--- src/rtl/urv_trap_unit.sv ---
// urv_trap_unit: machine-mode trap CSRs (mstatus, mie, mip, mepc, mcause),
// trap entry / mret decision and fetch redirect for the uRV execute stage.
module urv_trap_unit #(
  parameter logic [31:0] TRAP_VECTOR = 32'h00000008
) (
  input  logic        clk_i,
  input  logic        rst_i,
  input  logic        x_valid_i,
  input  logic        x_stall_i,
  input  logic        x_kill_i,
  input  logic [31:0] x_pc_i,
  input  logic        x_is_csr_i,
  input  logic [11:0] x_csr_sel_i,
  input  logic [31:0] x_csr_write_value_i,
  input  logic        x_exception_i,
  input  logic [3:0]  x_exception_cause_i,
  input  logic        x_is_mret_i,
  input  logic        irq_ext_i,
  input  logic        timer_tick_i,
  output logic [31:0] csr_mstatus_o,
  output logic [31:0] csr_mip_o,
  output logic [31:0] csr_mie_o,
  output logic [31:0] csr_mepc_o,
  output logic [31:0] csr_mcause_o,
  output logic        x_redirect_o,
  output logic [31:0] x_redirect_pc_o
);

  localparam logic [11:0] CSR_MSTATUS = 12'h300;
  localparam logic [11:0] CSR_MIE     = 12'h304;
  localparam logic [11:0] CSR_MEPC    = 12'h341;
  localparam logic [11:0] CSR_MCAUSE  = 12'h342;
  localparam logic [11:0] CSR_MIP     = 12'h344;

  logic        r_irq_meta;
  logic        r_meip;
  logic        r_mtip;
  logic        r_mie_meie;
  logic        r_mie_mtie;
  logic        r_mstatus_mie;
  logic        r_mstatus_mpie;
  logic [31:0] r_mepc;
  logic        r_mcause_irq;
  logic [3:0]  r_mcause_code;

  logic        w_commit;
  logic [31:0] w_mip;
  logic [31:0] w_mie;
  logic [31:0] w_pending;
  logic        w_irq_req;
  logic [3:0]  w_irq_code;
  logic        w_take_exc;
  logic        w_take_irq;
  logic        w_take_mret;
  logic        w_csr_wr;
  logic        w_trap;

  assign w_commit   = x_valid_i & ~x_stall_i & ~x_kill_i;
  assign w_mip      = {20'b0, r_meip, 3'b0, r_mtip, 7'b0};
  assign w_mie      = {20'b0, r_mie_meie, 3'b0, r_mie_mtie, 7'b0};
  assign w_pending  = w_mip & w_mie;
  assign w_irq_req  = r_mstatus_mie & (|w_pending);
  assign w_irq_code = w_pending[11] ? 4'd11 : 4'd7;

  // Exactly one event acts per commit: exception > interrupt > mret > CSR write.
  assign w_take_exc  = w_commit & x_exception_i;
  assign w_take_irq  = w_commit & ~x_exception_i & w_irq_req;
  assign w_take_mret = w_commit & ~x_exception_i & ~w_irq_req & x_is_mret_i;
  assign w_csr_wr    = w_commit & ~x_exception_i & ~w_irq_req & ~x_is_mret_i & x_is_csr_i;
  assign w_trap      = w_take_exc | w_take_irq;

  // Gating with rst_i drops the redirect as soon as reset asserts.
  assign x_redirect_o    = rst_i & (w_trap | w_take_mret);
  assign x_redirect_pc_o = !x_redirect_o ? '0 : (w_take_mret ? r_mepc : TRAP_VECTOR);

  assign csr_mstatus_o = {19'b0, 2'b11, 3'b0, r_mstatus_mpie, 3'b0, r_mstatus_mie, 3'b0};
  assign csr_mip_o     = w_mip;
  assign csr_mie_o     = w_mie;
  assign csr_mepc_o    = r_mepc;
  assign csr_mcause_o  = {r_mcause_irq, 27'b0, r_mcause_code};

  // Two-flop synchroniser for the external interrupt level (MEIP).
  always_ff @(posedge clk_i or negedge rst_i) begin
    if (!rst_i) begin
      r_irq_meta <= 1'b0;
      r_meip     <= 1'b0;
    end else begin
      r_irq_meta <= irq_ext_i;
      r_meip     <= r_irq_meta;
    end
  end

  // Sticky MTIP: a tick sets it regardless of commit and beats a clearing write.
  always_ff @(posedge clk_i or negedge rst_i) begin
    if (!rst_i) begin
      r_mtip <= 1'b0;
    end else if (timer_tick_i) begin
      r_mtip <= 1'b1;
    end else if (w_csr_wr && x_csr_sel_i == CSR_MIP && !x_csr_write_value_i[7]) begin
      r_mtip <= 1'b0;
    end
  end

  // Trap entry, mret and CSR write updates of the architectural trap state.
  always_ff @(posedge clk_i or negedge rst_i) begin
    if (!rst_i) begin
      r_mie_meie     <= 1'b0;
      r_mie_mtie     <= 1'b0;
      r_mstatus_mie  <= 1'b0;
      r_mstatus_mpie <= 1'b0;
      r_mepc         <= '0;
      r_mcause_irq   <= 1'b0;
      r_mcause_code  <= '0;
    end else if (w_trap) begin
      r_mepc         <= x_pc_i & 32'hFFFF_FFFC;
      r_mcause_irq   <= w_take_irq;
      r_mcause_code  <= w_take_exc ? x_exception_cause_i : w_irq_code;
      r_mstatus_mpie <= r_mstatus_mie;
      r_mstatus_mie  <= 1'b0;
    end else if (w_take_mret) begin
      r_mstatus_mie  <= r_mstatus_mpie;
      r_mstatus_mpie <= 1'b1;
    end else if (w_csr_wr) begin
      case (x_csr_sel_i)
        CSR_MSTATUS: begin
          r_mstatus_mie  <= x_csr_write_value_i[3];
          r_mstatus_mpie <= x_csr_write_value_i[7];
        end
        CSR_MIE: begin
          r_mie_meie <= x_csr_write_value_i[11];
          r_mie_mtie <= x_csr_write_value_i[7];
        end
        CSR_MEPC:   r_mepc <= x_csr_write_value_i & 32'hFFFF_FFFC;
        CSR_MCAUSE: begin
          r_mcause_irq  <= x_csr_write_value_i[31];
          r_mcause_code <= x_csr_write_value_i[3:0];
        end
        default: ;
      endcase
    end
  end

endmodule
--- config.mk ---
export PLATFORM = sky130hd
export DESIGN_NAME = urv_trap_unit
export DESIGN_NICKNAME = d
export VERILOG_FILES = /design/src/rtl/urv_trap_unit.sv
export SDC_FILE = /design/constraint.sdc
export NUM_CORES = 1
export LEC_CHECK = 0
export ABC_AREA = 1
export CORE_AREA = 2 2 110 112
export CTS_BUF_LIST = sky130_fd_sc_hd__clkbuf_2 sky130_fd_sc_hd__clkbuf_4 sky130_fd_sc_hd__clkbuf_8
export DETAILED_ROUTE_END_ITERATION = 16
export DIE_AREA = 0 0 112 114
export PLACE_DENSITY = 0.77
export SYNTH_ARGS = -nofsm -noshare
export SYNTH_HDL_FRONTEND = slang
export SYNTH_SLANG_ARGS = --single-unit
export TNS_END_PERCENT = 50
--- constraint.sdc ---
create_clock -name clk_i -period 3.6 [get_ports clk_i]
set_input_delay 0.36 -clock clk_i [delete_from_list [all_inputs] [get_ports clk_i]]
set_output_delay 0.36 -clock clk_i [all_outputs]
set_load 0.01 [all_outputs]
==> results of run 1 <==
==> stage by stage <==
| stage | instances | setup WS [ns] | cell area (µm²) | util | hold slack [ns] |
|---|---|---|---|---|---|
| 6_report | 832 | 0.879 | 4950 | 0.422 | 0.356 |
| 5_1_grt | 832 | 0.670 | 4950 | 0.422 | 0.361 |
| 4_1_cts | 832 | 0.827 | 4950 | 0.422 | 0.359 |
| 3_5_place_dp | 823 | 0.991 | 4790 | 0.409 | 0.285 |
| 3_3_place_gp | 823 | 1.03 | 4790 | 0.409 | 0.279 |
| 2_1_floorplan | 661 | 2.03 | 4090 | - | 0.0644 |
==> cells in the final DEF, fill, tap and decap left out, types with 2 or more instances in the layout <==
cell,count
buf_4,7
bufinv_16,2
clkbuf_8,6
clkdlybuf4s50_1,158
conb_1,121
dfrtp_1,42
inv_1,14
inv_2,5
nand2_1,217
nand2_2,5
nand2_4,3
nand3_1,39
nand3b_1,2
nand4_1,3
nor2_1,44
nor2_4,3
nor3_1,2
o21ai_0,6
==> area by class of cell <==
class / instances / area (µm²)
Fill cell: 1247 / 6760
Tap cell: 147 / 184
Clock buffer: 6 / 82.6
Multi-Input combinational cell: 450 / 1850
Inverter: 19 / 71.3
Timing Repair Buffer: 166 / 1640
Clock inverter: 2 / 60.1
Sequential cell: 42 / 1050
==> where the power goes <==
part	total, mW	internal [mW]	switching, mW
logic	0.549	0.293	0.256
clock network	0.475	0.296	0.179
registers	0.624	0.556	0.0679
total	1.65	1.14	0.503
==> kinds of logic after synthesis <==
family,Yosys count
flops,42
simple gates,320
other cells,2
compound gates,9
buf+inv,169
==> repair_timing <==
item	in CTS	in global routing
hold buffers	1	0
hold endpoints to repair	15	0
setup buffers	0	0
==> worst min-delay path by stage <==
stage                                    start                            to
after detailed placement                 rst_i     r_mstatus_mie$_DFFE_PN0P_
final                     r_irq_meta$_DFF_PN0_              r_meip$_DFF_PN0_
after global placement                   rst_i  r_mcause_code[0]$_DFFE_PN0P_
after floorplan                          rst_i    csr_mepc_o[10]$_DFFE_PN0P_
after global routing      r_irq_meta$_DFF_PN0_              r_meip$_DFF_PN0_
after CTS                 r_irq_meta$_DFF_PN0_              r_meip$_DFF_PN0_
==> worst register-to-register path, cell delays in order (launching register included) <==
cell	delay, ns
dfrtp_1	0.39
nand2_1	0.11
nand2_1	0.11
nand2_2	0.10
nand2_2	0.11
nor2_4	0.05
nand2_2	0.05
buf_4	0.34
nand2_2	0.50
nand2_1	0.21
nand2_1	0.07
==> metal layers <==
metal,up-vias,GRT usage,share of wire
met1,1502,0.181,0.42
met2,150,0.261,0.50
met3,9,0.0356,0.077
met4,0,0.0374,0.010
li1,1686,-,-
met5,-,0,0
==> impl_metrics.ini, run 1 <==
[synth]
yosys.area.top_type = dfrtp_1
synth-compound-area-share = 0.0148
ys_top_cells_by_area = dfrtp_1 29%, buf_4 27%, nand2_1 22%
synth_simple_gate_area_share = 0.368
synthXorXnorAreaFrac = 0
yosysSeqAreaShare = 0.289
netlist_area_um2 = 3640
avgSynthCellArea_um2 = 6.72
synth.most_common_cell = nand2_1
muxShareOfSynthArea = 0
ys_ff_latch = 42
synth_flop_cell = dfrtp_1
async_flop_share = 1.00
synth.distinct_cells = 22
synth-edff-count = 0
synth_top_family_by_area = simple AND/OR/NAND/NOR gates
synth_fa_ha_area_frac = 0
ys_warn_count = 0
syn_inst = 542
yosysTopAreaCellShare = 0.289
synth_common_cells = 217 x nand2_1, 131 x buf_4, 44 x nor2_1

[die]
io_pins = 283
die_area_um2 = 12800
dieWidth_um = 112
die_h_um = 114
initial_core_util = 0.311
coreArea_um2 = 11700
fp-row-count = 40

[power]
cellPowerDensity_nw_per_um2 = 333
peakVddDrop_mv = 0.212
power_mw = 1.65
leakage_nw = 2.51

[worst_setup_path]
cp-startpoint = rst_i
cpMostUsedCell = buf_4
rr_startpoint = r_mie_meie$_DFFE_PN0P_
worstPathArrival_ns = 2.36
end_kind = output port
required_ns = 3.24
crit_fanout = 27
cpLargestDelayFamily = buffers and inverters
crit_path_end = x_redirect_pc_o[25]
r2r_end = csr_mepc_o[31]$_DFFE_PN0P_
cp_slowest_cell = clkdlybuf4s50_1
cp_cell_sequence = dlygate4sd3_1 > buf_4 > buf_4 > nand2_1 > nor2_1 > clkdlybuf4s50_1
rrSetupSlack_ns = 1.45
critical_path_class = in -> out
start_kind = input pin
path_depth = 6
path_buf_inv = 4
slowest_delay_ns = 0.55
reg2regPathDepth = 10

[layout]
antenna-diode-count = 0
layout-drive-gt1-share = 0.0511
largest_register_ffs = 30
area_growth_pct = 35.8
nets = 774

[sta]
relSlewSlack = 0.553
min_period_over_period = 0.756
clock_skew_ns = 0.00859
period_needed_ns = 2.72
max_slew.worst_pin.slew_ns = 0.671
rsz0062_at_grt = no
finalMaxSlewViolations = 0
setup_viol = 0
hold_viol_final = 0
fmax_mhz = 367
setup_tns_ns = 0

[detailed_routing]
firstDrtPassIters = 5
drtIter0Drc = 130
drcViolationCount = 0
postRouteWirelength_um = 9660
vias_per_cell = 4.02
ant_nets = 0
post_drt_wl_per_cell_um = 11.6
vias = 3347

[cts]
clock-sinks = 42
clockRootBuffer = clkbuf_8
clk_latency_ns = 0.30
cts_resized = 0
cts.path.max_buffers = 2
cts_tree = done
clkTransAtPathRegs_ns = 0.08
cts_buffers = 5
htreeDepth = 2

[outcome]
run_status = finished clean

[global_route]
overflow = 0
grt_max_degree = 62
grt_pass1_wl_um = 15200
grt_pass1_vias = 3006
grt_use_total = 0.147
antenna_found_initial = 0

[place]
place_congestion = 0.748
portBuffers = 159
dp_hpwl_um = 7130

[min_path]
hold_depth = 0
hold_class = reg -> reg

[flow_run]
maxCapViolCount = 0
Power figures use the tool's default switching activity.
==> run 2, diff against run 1 <==
--- a/config.mk
+++ b/config.mk
@@ -6,11 +6,10 @@
 export NUM_CORES = 1
 export LEC_CHECK = 0
 export ABC_AREA = 1
-export CORE_AREA = 2 2 110 112
+export CORE_UTILIZATION = 31
 export CTS_BUF_LIST = sky130_fd_sc_hd__clkbuf_2 sky130_fd_sc_hd__clkbuf_4 sky130_fd_sc_hd__clkbuf_8
 export DETAILED_ROUTE_END_ITERATION = 16
-export DIE_AREA = 0 0 112 114
-export PLACE_DENSITY = 0.77
+export PLACE_DENSITY = 0.79
 export SYNTH_ARGS = -nofsm -noshare
 export SYNTH_HDL_FRONTEND = slang
 export SYNTH_SLANG_ARGS = --single-unit
==> constraint.sdc (replaced) <==
create_clock -name clk_i -period 2.35 [get_ports clk_i]
set_input_delay 0.235 -clock clk_i [delete_from_list [all_inputs] [get_ports clk_i]]
set_output_delay 0.235 -clock clk_i [all_outputs]
set_load 0.01 [all_outputs]
==> run 2 against run 1 <==
Power increased by 38%. Wire length decreased by 3.5%. Register-to-register slack worse by 0.79 ns. Sequential share of layout area down 0.26 points. Final area rose by 1.2%. Clock-buffer cell count unchanged. Worst setup slack lost 0.77 ns. Worst hold slack got worse by 0.0018 ns. Cell count grew 0.12%. Global-route usage is 0.44 points higher. Flip-flop and latch count did not move. Combinational power rose by 55%. Critical path type is now reg -> out. Largest power group unchanged.
==> impl_metrics.ini, run 2 (synthesis gave the netlist of run 1 again) <==
[layout]
nets = 781
antenna-diode-count = 0
largest_register_ffs = 30
area_growth_pct = 37.5
final_cell_mix = 216 x nand2_1, 144 x clkdlybuf4s50_1, 121 x conb_1, 44 x nor2_1, 42 x dfrtp_1
layout-drive-gt1-share = 0.0594
final_common_cell = nand2_1
fin_cells = 833

[power]
leakage_nw = 2.78
peakVddDrop_mv = 0.283
cellPowerDensity_nw_per_um2 = 455

[min_path]
hold_path_end = r_meip$_DFF_PN0_
hold_depth = 0
holdCritStartpoint = r_irq_meta$_DFF_PN0_
hold_class = reg -> reg

[detailed_routing]
firstDrtPassIters = 4
postRouteWirelength_um = 9320
vias_per_cell = 4.02
ant_nets = 0
post_drt_wl_per_cell_um = 11.2
drtIter0Drc = 150
vias = 3347
drcViolationCount = 0

[sta]
setup_slack_ns = 0.110
finalMaxSlewViolations = 0
fmax_mhz = 446
hold_viol_final = 0
setup_viol = 0
clock_skew_ns = 0.00373
finalHoldWorstSlack_ns = 0.354
period_needed_ns = 2.24
min_period_over_period = 0.953

[cts]
cts.path.max_buffers = 2
cts_buffers = 5
cts_setup_buffers = 0
clockRootBuffer = clkbuf_8
cts_tree = done
clock-sinks = 42
htreeDepth = 2
clkTransAtPathRegs_ns = 0.08
clk_latency_ns = 0.29

[worst_setup_path]
reg2regPathDepth = 11
r2r_end = csr_mepc_o[7]$_DFFE_PN0P_
crit_fanout = 15
cp_slowest_cell = clkdlybuf4s50_1
cpMostUsedCell = nand2_2
rr_startpoint = r_mie_meie$_DFFE_PN0P_
start_kind = register
slowest_delay_ns = 0.55
path_buf_inv = 2
end_kind = output port
cp_cell_sequence = nand2_2 > nand2_1 > nand2_2 > nand3_2 > buf_6 > nor2_1 > clkdlybuf4s50_1
cpLargestDelayFamily = buffers and inverters
rrSetupSlack_ns = 0.66
worstPathArrival_ns = 2.01
critical_path_class = reg -> out
required_ns = 2.12

[die]
fp-row-count = 39
io_pins = 283
initial_core_util = 0.319
coreArea_um2 = 11400
dieWidth_um = 110
die_h_um = 110
die_area_um2 = 12200

[flow_run]
maxCapViolCount = 0

[global_route]
grt_use_total = 0.152
overflow = 0
grt_pass1_wl_um = 14100
antenna_found_initial = 0
grt_pass1_vias = 2815
grt_max_degree = 73

[outcome]
run_status = finished clean

[place]
place_congestion = 0.783
portBuffers = 159
dp.cells = 826
dp_hpwl_um = 7090
place_ws_ns = 0.00812
[run 2: cell count changes in the layout (fill, tap and decap cells not counted), moves of 2 or more]
cell,change
bufinv_16,-2
buf_4,+3
buf_6,+2
dlymetal6s2s_1,+13
clkdlybuf4s50_1,-14
[run 2: how the worst max path moves through the flow]
stage	from	end	slack (ns)	cells after the start
after global routing	r_mie_meie$_DFFE_PN0P_	x_redirect_pc_o[29]	-0.01	7
after floorplan	r_mie_meie$_DFFE_PN0P_	x_redirect_o	0.91	10
after global placement	x_valid_i	x_redirect_pc_o[3]	0.06	10
final	r_mie_meie$_DFFE_PN0P_	x_redirect_pc_o[18]	0.11	7
after CTS	r_mie_meie$_DFFE_PN0P_	x_redirect_pc_o[20]	0.02	7
after detailed placement	x_valid_i	x_redirect_pc_o[13]	0.008	7
[run 2: layout make-up]
cell class	count	area, µm²
Sequential cell	42	1050
Fill cell	1191	6410
Timing Repair Buffer	173	1770
Clock buffer	6	82.6
Tap cell	143	179
Inverter	19	71.3
Multi-Input combinational cell	450	1860
[run 2: routing by layer]
metal / share of wire / GRT usage / up-vias / wire, µm
li1: - / - / 1697 / -
met1: 0.41 / 0.187 / 1490 / 3860
met2: 0.49 / 0.266 / 154 / 4610
met3: 0.081 / 0.0376 / 6 / 755
met4: 0.0098 / 0.0320 / 0 / 91
met5: 0 / 0 / - / 0
[run 2: through the flow]
step / setup TNS (ns) / util / area (µm²) / power [mW]
floorplan: 0 / - / 4090 / 1.49
global placement: 0 / 0.426 / 4870 / 1.81
detailed placement: 0 / 0.426 / 4870 / 1.82
CTS: 0 / 0.434 / 4960 / 2.31
global route: -0.0134 / 0.439 / 5010 / 2.46
finish: 0 / 0.439 / 5010 / 2.28
[run 2: repair_timing]
action                                  in CTS  in global routing
hold buffers                                 1                  0
endpoints found under the hold margin       42                  0
resized for setup                            2                 16
endpoints found under the setup margin       5                 26
[run 2: where the power goes]
part / switching (mW) / internal [mW]
logic: 0.394 / 0.456
clock network: 0.247 / 0.227
registers: 0.101 / 0.852
